### src/rtl/touch_led_pkg.sv
// Shared encodings for the touch-key LED controller: LED modes, press-classifier states
// and the gesture-to-mode transition rule.
package touch_led_pkg;

  typedef enum logic [1:0] {
    MODE_OFF   = 2'd0,
    MODE_ON    = 2'd1,
    MODE_BLINK = 2'd2
  } mode_e;

  typedef enum logic [1:0] {
    P_IDLE  = 2'd0,
    P_PRESS = 2'd1,
    P_HELD  = 2'd2
  } press_e;

  // Long press takes priority if both gestures ever coincide.
  function automatic mode_e next_mode(input mode_e cur, input logic tap, input logic lng);
    mode_e nxt;
    nxt = cur;
    if (lng) begin
      nxt = (cur == MODE_BLINK) ? MODE_ON : MODE_BLINK;
    end else if (tap) begin
      nxt = (cur == MODE_OFF) ? MODE_ON : MODE_OFF;
    end
    return nxt;
  endfunction

endpackage

### src/rtl/key_debounce.sv
// Two-flop synchroniser plus debounce counter; key_stable follows key_in 2+DEBOUNCE_CYC cycles late.
// Registered one-cycle rise/fall strobes one cycle after key_stable changes; no backpressure.
module key_debounce #(
  parameter int DEBOUNCE_CYC = 1_000_000
) (
  input  logic sys_clk,
  input  logic sys_rst,
  input  logic key_in,
  output logic key_stable,
  output logic key_rise,
  output logic key_fall
);

  localparam int CW = $clog2(DEBOUNCE_CYC + 1);

  logic          sync_q;
  logic          key_sync;
  logic          stable_d;
  logic [CW-1:0] db_cnt;

  always_ff @(posedge sys_clk or posedge sys_rst) begin
    if (sys_rst) begin
      sync_q     <= 1'b0;
      key_sync   <= 1'b0;
      key_stable <= 1'b0;
      stable_d   <= 1'b0;
      key_rise   <= 1'b0;
      key_fall   <= 1'b0;
      db_cnt     <= '0;
    end else begin
      sync_q   <= key_in;
      key_sync <= sync_q;
      // Any cycle of agreement restarts the count, so short glitches never flip the level.
      if (key_sync != key_stable) begin
        if (db_cnt == CW'(DEBOUNCE_CYC - 1)) begin
          key_stable <= key_sync;
          db_cnt     <= '0;
        end else begin
          db_cnt <= db_cnt + 1'b1;
        end
      end else begin
        db_cnt <= '0;
      end
      stable_d <= key_stable;
      key_rise <= key_stable & ~stable_d;
      key_fall <= ~key_stable & stable_d;
    end
  end

endmodule

### src/rtl/touch_led_ctrl.sv
// Touch gesture to LED mode controller: taps toggle OFF/ON, long presses enter/leave BLINK.
// key_stable fall to tap_pulse 2 cycles, pulse to mode 1 cycle, mode to led 1 cycle; no backpressure.
module touch_led_ctrl
  import touch_led_pkg::*;
#(
  parameter int DEBOUNCE_CYC   = 1_000_000,
  parameter int LONG_CYC       = 50_000_000,
  parameter int BLINK_HALF_CYC = 12_500_000
) (
  input  logic       sys_clk,
  input  logic       sys_rst,
  input  logic       touch_key,
  output logic       led,
  output logic [1:0] mode,
  output logic       tap_pulse,
  output logic       long_pulse
);

  localparam int HW = $clog2(LONG_CYC + 1);
  localparam int BW = $clog2(BLINK_HALF_CYC + 1);

  logic key_stable;
  logic key_rise;
  logic key_fall;

  key_debounce #(
    .DEBOUNCE_CYC(DEBOUNCE_CYC)
  ) u_deb (
    .sys_clk   (sys_clk),
    .sys_rst   (sys_rst),
    .key_in    (touch_key),
    .key_stable(key_stable),
    .key_rise  (key_rise),
    .key_fall  (key_fall)
  );

  press_e          press_q, press_d;
  logic [HW-1:0]   hold_q, hold_d;
  logic            tap_d, long_d;

  always_ff @(posedge sys_clk or posedge sys_rst) begin
    if (sys_rst) begin
      press_q    <= P_IDLE;
      hold_q     <= '0;
      tap_pulse  <= 1'b0;
      long_pulse <= 1'b0;
    end else begin
      press_q    <= press_d;
      hold_q     <= hold_d;
      tap_pulse  <= tap_d;
      long_pulse <= long_d;
    end
  end

  always_comb begin
    press_d = press_q;
    hold_d  = hold_q;
    tap_d   = 1'b0;
    long_d  = 1'b0;
    case (press_q)
      P_IDLE: begin
        // A rise whose debounced level has already collapsed is not treated as a press.
        if (key_rise && key_stable) begin
          press_d = P_PRESS;
          hold_d  = '0;
        end
      end
      P_PRESS: begin
        if (hold_q == HW'(LONG_CYC - 1)) begin
          long_d  = 1'b1;
          press_d = key_fall ? P_IDLE : P_HELD;
        end else begin
          hold_d = hold_q + 1'b1;
          if (key_fall) begin
            tap_d   = 1'b1;
            press_d = P_IDLE;
          end
        end
      end
      P_HELD: begin
        if (key_fall) begin
          press_d = P_IDLE;
        end
      end
      default: press_d = P_IDLE;
    endcase
  end

  mode_e mode_q, mode_d;

  always_ff @(posedge sys_clk or posedge sys_rst) begin
    if (sys_rst) begin
      mode_q <= MODE_OFF;
    end else begin
      mode_q <= mode_d;
    end
  end

  always_comb begin
    mode_d = next_mode(mode_q, tap_pulse, long_pulse);
  end

  assign mode = mode_q;

  logic [BW-1:0] blink_cnt;
  logic          phase;

  // Outside BLINK the counter is held clear with phase high, so every entry starts lit.
  always_ff @(posedge sys_clk or posedge sys_rst) begin
    if (sys_rst) begin
      blink_cnt <= '0;
      phase     <= 1'b1;
      led       <= 1'b0;
    end else begin
      if (mode_q != MODE_BLINK) begin
        blink_cnt <= '0;
        phase     <= 1'b1;
      end else if (blink_cnt == BW'(BLINK_HALF_CYC - 1)) begin
        blink_cnt <= '0;
        phase     <= ~phase;
      end else begin
        blink_cnt <= blink_cnt + 1'b1;
      end
      led <= (mode_q == MODE_ON) || ((mode_q == MODE_BLINK) && phase);
    end
  end

endmodule

### config.mk
export PLATFORM = sky130hd
export DESIGN_NAME = touch_led_ctrl
export DESIGN_NICKNAME = d
export VERILOG_FILES = /design/src/rtl/touch_led_pkg.sv /design/src/rtl/key_debounce.sv /design/src/rtl/touch_led_ctrl.sv
export SDC_FILE = /design/constraint.sdc
export NUM_CORES = 1
export LEC_CHECK = 0
export CORE_AREA = 2 2 82 84
export DETAILED_ROUTE_END_ITERATION = 10
export DIE_AREA = 0 0 84 86
export PLACE_DENSITY = 0.85
export SLEW_MARGIN = 20
export SYNTH_ARGS = -nofsm -noshare
export SYNTH_HDL_FRONTEND = slang
export SYNTH_SLANG_ARGS = --single-unit
### constraint.sdc
create_clock -name sys_clk -period 4.7 [get_ports sys_clk]
set_clock_uncertainty 0.2 [all_clocks]
set_input_delay 0.94 -clock sys_clk [delete_from_list [all_inputs] [get_ports sys_clk]]
set_output_delay 0.94 -clock sys_clk [all_outputs]
set_load 0.01 [all_outputs]
## Yosys cells after proc, flatten, opt, wreduce, memory -nomap -nowiden

Cells that the tools add are included.

- Register bits after elaboration: 84
- Input port bits: 3
- Output and inout bits: 5
- Word-level logic and storage cells: 67

- Add/subtract/negate cells: 3
- Equality and inequality tests: 11
- Mux-type cells: 23
- Bitwise operators: 5
- Reduce and logical (&&, ||, !) cells: 10

Operators by type and width:

| cell | number |
|---|---|
| 2-to-1 mux 26 bit | 2 |
| one-hot mux 26 bit (2 select lines) | 1 |
| 2-to-1 mux 24 bit | 2 |
| 2-to-1 mux 20 bit | 2 |
| adder 26 x 1 -> 26 bit (second input constant) | 1 |
| equality test 26 bit (second input constant) | 1 |
| adder 24 x 1 -> 24 bit (second input constant) | 1 |
| equality test 24 bit (second input constant) | 1 |
| adder 20 x 1 -> 20 bit (second input constant) | 1 |
| equality test 20 bit (second input constant) | 1 |
| 2-to-1 mux 2 bit | 7 |
| 2-to-1 mux 1 bit | 8 |
| inequality test 2 bit (second input constant) | 3 |
| one-hot mux 2 bit (3 select lines) | 1 |
| nonzero test 2 bit | 3 |
| equality test 2 x 1 -> 1 bit (second input constant) | 2 |
| equality test 2 bit (second input constant) | 2 |
| zero test 2 bit | 2 |
| inverter 1 bit | 3 |
| AND reduction 3 bit | 1 |
| bitwise AND 1 bit | 2 |
| logical AND 1 bit | 2 |
| AND reduction 2 bit | 1 |
| logical OR 1 bit | 1 |
| inequality test 1 bit | 1 |

## Logic depth before layout (Yosys ltp)

- Depth in word-level cells: 4
- Mapped depth: 7
- Gate-level depth less buffers: 6

## Hierarchy

A second synthesis with hierarchy kept.

- Cell total of the unflattened synthesis: 412
- Area total of the unflattened synthesis: 4068.9 um2

By module, submodules not included:

| module | times used | cells an instance | area each (um2) | seq. area each (um2) |
|---|---|---|---|---|
| touch_led_ctrl | 1 | 296 | 2869.0 | 1452.6 |
| key_debounce | 1 | 116 | 1199.9 | 650.6 |

## Worst setup path after synthesis

No wires, ideal clock.

- Path type: flip-flop to flip-flop
- From: reg hold_q[0]
- To: reg hold_q[7]
- Library setup time: 126 ps
- Arrival: 1693 ps
- Data required time: 4374 ps
- Slack: 2681 ps
- Stages on the path, launching flop included: 8
- Buffers on the path: 1
- Clock period less this slack: 2019 ps
- Path through: dfrtp_1 -> ha_1 -> nand4_1 -> nor4_1 -> and2_1 -> buf_6 -> or4b_4 -> mux2i_1

- Longest elaborated chain between the ends: 3
- Elaborated cells on any way between the ends: 6
- Classes of those cells: add/sub (1); eq/ne (2); mux (2); reduce/logical (1)

Ends and longest elaborated chain:

| element | line | text |
|---|---|---|
| from (decl) | touch_led_ctrl.sv:38 | `logic [HW-1:0] hold_q, hold_d;` |
| from (signal assigned) | touch_led_ctrl.sv:49 | `hold_q <= hold_d;` |
| adder 26 x 1 -> 26 bit / equality test 26 bit (equally long branches) | touch_led_ctrl.sv:73, touch_led_ctrl.sv:69 |  |
| 2-to-1 mux 26 bit / inequality test 2 bit (equally long branches) | n/a |  |
| one-hot mux 26 bit (2 select lines) / AND reduction 3 bit (equally long branches) | n/a |  |

Several ways; a longest one is shown, not always the timed one. The select of a mux whose other input is x is not followed.
A chain may end at the register's enable or synchronous reset.

## Final worst setup path

- From: reg blink_cnt[5]
- To: reg blink_cnt[17]

- Longest elaborated chain between the ends: 3
- Elaborated cells on any way between the ends: 4
- Classes of those cells: add/sub (1); eq/ne (1); mux (2)

Ends and longest elaborated chain:

| element | line | text |
|---|---|---|
| from (decl) | touch_led_ctrl.sv:105 | `logic [BW-1:0] blink_cnt;` |
| from (signal assigned) | touch_led_ctrl.sv:122 | `blink_cnt <= blink_cnt + 1'b1;` |
| adder 24 x 1 -> 24 bit / equality test 24 bit (equally long branches) | touch_led_ctrl.sv:122, touch_led_ctrl.sv:118 |  |
| 2-to-1 mux 24 bit * | touch_led_ctrl.sv:118 | `end else if (blink_cnt == BW'(BLINK_HALF_CYC - 1)) begin` |
| 2-to-1 mux 24 bit * | touch_led_ctrl.sv:115 | `if (mode_q != MODE_BLINK) begin` |

Every way passes the cells marked *; elsewhere a longest branch is shown, timed or not.

==> run_results.csv <==
group,metric,value,unit
cts,cts_max_level,3,
synthesis,syn_avg_cell_area,10.1,um2
setup_path,rr_startpoint,"blink_cnt[5]",
setup_path,r2r_cells,5,
die,die-area,7220,um2
setup_path,end_kind,"flop",
cts,tritoncts,"done",
setup_path,startpoint_type,"flop",
routing,ant_nets,0,
sta,post-route-min-period,2540,ps
setup_path,path_max_fanout,23,
die,dieHeight,86,um
power_and_ir_drop,vdd_drop_max,0.000183,V
sta,drv_slew,0,
grt,grt_max_degree,47,
grt,overflow,0,
setup_path,worstReg2RegEnd,"blink_cnt[17]",
min_path,holdPathEnd,"u_deb.key_sync",
grt,groute.usage.overall,0.209,
finish,nFillCells,436,
finish,area_growth,8.37,%
finish,nets,409,
routing,avgRoutedWirePerCell,14.0,um
power_and_ir_drop,total_power,1.28,mW
sta,relSlewSlack,0.421,
sta,setup_violations,0,
synthesis,yosysUniqueCellTypes,40,
routing,viasPerCell,5.81,
synthesis,synth_edf_count,0,
sta,whs,187,ps
setup_path,path_class,"flop to flop",
sta,tns,0,ps
sta,fmax,0.393,GHz
grt,antenna_found_initial,0,
min_path,min_path_cells,0,
setup_path,reg2reg_slack,2160,ps
die,pin_count,8,
cts,cts.sinks,84,
routing,drtIter0Drc,98,
routing,drc_errors,0,
cts,numCtsBuffers,9,
cts,clockBufferDepth,2,
status,outcome,"finished clean",
finish,num_antenna_cells,0,
setup_path,crit_arrival,2550,ps
synthesis,ys.flop_type,"dfrtp_1",
synthesis,synth_cells,394,
sta,rsz0062_at_grt,"false",
cts,clockRootBuffer,"clkbuf_8",
routing,vias,2820,
placement,dp.cells,469,
min_path,min_from,"u_deb.sync_q",
placement,place_congestion,0.776,
sta,min_period_over_period,0.541,
sta,fin_ws,2160,ps
placement,hpwlAfterDp,4.45,mm
run,drv_cap,0,
power_and_ir_drop,p_leak,1.83,nW
finish,final_cell_count_no_fill,485,
cts,clk_pin_slew_worst_paths,80,ps
routing,first_pass_iters,5,
finish,fin_area,4290,um2
die,die_w,84,um
cts,cts_resized,0,
synthesis,ys_seq_area_frac,0.531,
sta,worstMarginPinSlew,862,ps
grt,grt_pass1_wl,12.1,mm
setup_path,crit_required,4710,ps
synthesis,synth-seq-cells,84,
die,rows,29,
grt,grt_pass1_vias,2790,
placement,numPortBuffers,7,
die,core_area,6280,um2
min_path,hold_class,"flop to flop",
cts,ctsHoldBuffers,0,
die,start_util,0.631,
finish,post_route_cells_drive_above_1_share,0.0637,
finish,multi_input_area,1760,um2
placement,postPlaceCellArea,4080,um2
routing,drt_wl_total,6.79,mm
synthesis,syn_nets,400,
finish,fin_util,0.684,
synthesis,syn_area,3960,um2
synthesis,async_flop_share,1.00,
finish,seq_area,2100,um2
cts,clk_latency,350,ps
placement,pre_cts_slack,2060,ps
cts,postCtsSetupRepairBufs,0,
synthesis,ys_warn_count,0,
sta,hold_viol,0,
power_and_ir_drop,power_density,299,nW/um2
registers in the layout, summed over array words and instances, names as in the netlist:
name / flops
u_deb.stable_d: 1
hold_q: 26
phase: 1
u_deb.key_sync: 1
mode: 2
press_q: 2
u_deb.key_stable: 1
tap_pulse: 1
u_deb.key_fall: 1
led: 1
u_deb.db_cnt: 20
blink_cnt: 24
u_deb.sync_q: 1
u_deb.key_rise: 1
long_pulse: 1
where the power goes:
| group | total (mW) | internal [mW] | switching [mW] |
|---|---|---|---|
| Sequential | 0.728 | 0.725 | 0.00304 |
| Combinational | 0.0225 | 0.00448 | 0.0181 |
| Clock | 0.533 | 0.275 | 0.258 |
| Total | 1.28 | 1.00 | 0.279 |
Yosys cell counts, drive strengths merged (2+ instances only):
library cell / count / area share
a21oi: 4 / 0.0051
and2: 3 / 0.0047
and3: 13 / 0.023
and4: 8 / 0.018
buf: 4 / 0.0079
clkbuf: 6 / 0.0057
dfrtp: 83 / 0.52
ha: 3 / 0.0095
inv: 11 / 0.010
mux2i: 5 / 0.013
nand2: 30 / 0.028
nand2b: 4 / 0.0063
nand3: 29 / 0.037
nand3b: 2 / 0.0038
nand4: 14 / 0.022
nor2: 66 / 0.063
nor2b: 4 / 0.0063
nor3: 14 / 0.018
nor4: 7 / 0.013
nor4b: 3 / 0.0066
nor4bb: 2 / 0.0051
o211ai: 2 / 0.0038
o21ai: 8 / 0.010
o31ai: 2 / 0.0038
or3: 3 / 0.0047
xnor2: 25 / 0.055
xor2: 31 / 0.069
worst max-delay path by stage:
| stage | cells after the start | end | start |
|---|---|---|---|
| floorplan | 1 | blink_cnt[0] | sys_rst |
| global placement | 3 | phase | sys_rst |
| detailed placement | 3 | phase | sys_rst |
| CTS | 5 | blink_cnt[17] | blink_cnt[5] |
| global route | 5 | blink_cnt[2] | blink_cnt[5] |
| finish | 5 | blink_cnt[17] | blink_cnt[5] |
kinds of logic (layout without fill, tap and decap cells):
| group | count (synthesis) | after routing | share of synthesized area |
|---|---|---|---|
| AOI/OAI and AO/OA | 18 | 18 | 0.0265 |
| xor gates and xnor gates | 56 | 56 | 0.124 |
| adders and majority gates | 3 | 3 | 0.00947 |
| buffers and inverters | 21 | 35 | 0.0240 |
| DFF | 84 | 84 | 0.531 |
| muxes | 6 | 6 | 0.0155 |
| and+or+nand+nor | 206 | 206 | 0.270 |
final cells by class:
cell class	instances	share of cell area
Tap cell	77	0.0224
Sequential cell	84	0.490
Clock inverter	5	0.0137
Inverter	11	0.00991
Multi-Input combinational cell	289	0.411
Timing Repair Buffer	8	0.0181
Clock buffer	11	0.0353
critical path, stage by stage, from the launching register on:
cell      delay (ps)
dfrtp_1          440
nor4b_1          330
nand3_1          120
nor4b_1          450
nand2b_1         720
nor2_1           130
per-layer routing:
layer / vias to the layer above / wire [um] / track usage / share of wire
met5: - / 0 / 0 / 0
met1: 1393 / 3170 / 0.267 / 0.47
li1: 1365 / - / - / -
met2: 48 / 3270 / 0.351 / 0.48
met3: 14 / 197 / 0.0308 / 0.029
met4: 0 / 145 / 0.104 / 0.021
layout by cell type (no fill, tap or decap), drive strengths merged, types with 2 or more instances in the layout:
master         count
clkinv             2
nand2b             4
and3              13
clkinvlp           2
clkdlybuf4s50      7
nand3b             2
and4               8
nand4             14
o211ai             2
o31ai              2
mux2i              5
nor4b              3
clkbuf            11
dfrtp             83
a21oi              4
and2               3
nor4bb             2
nand3             29
nor2              66
nand2             30
nor2b              4
or3                3
nor4               7
inv               11
xnor2             25
ha                 3
o21ai              8
xor2              31
nor3              14
Power figures use the tool's default switching activity.
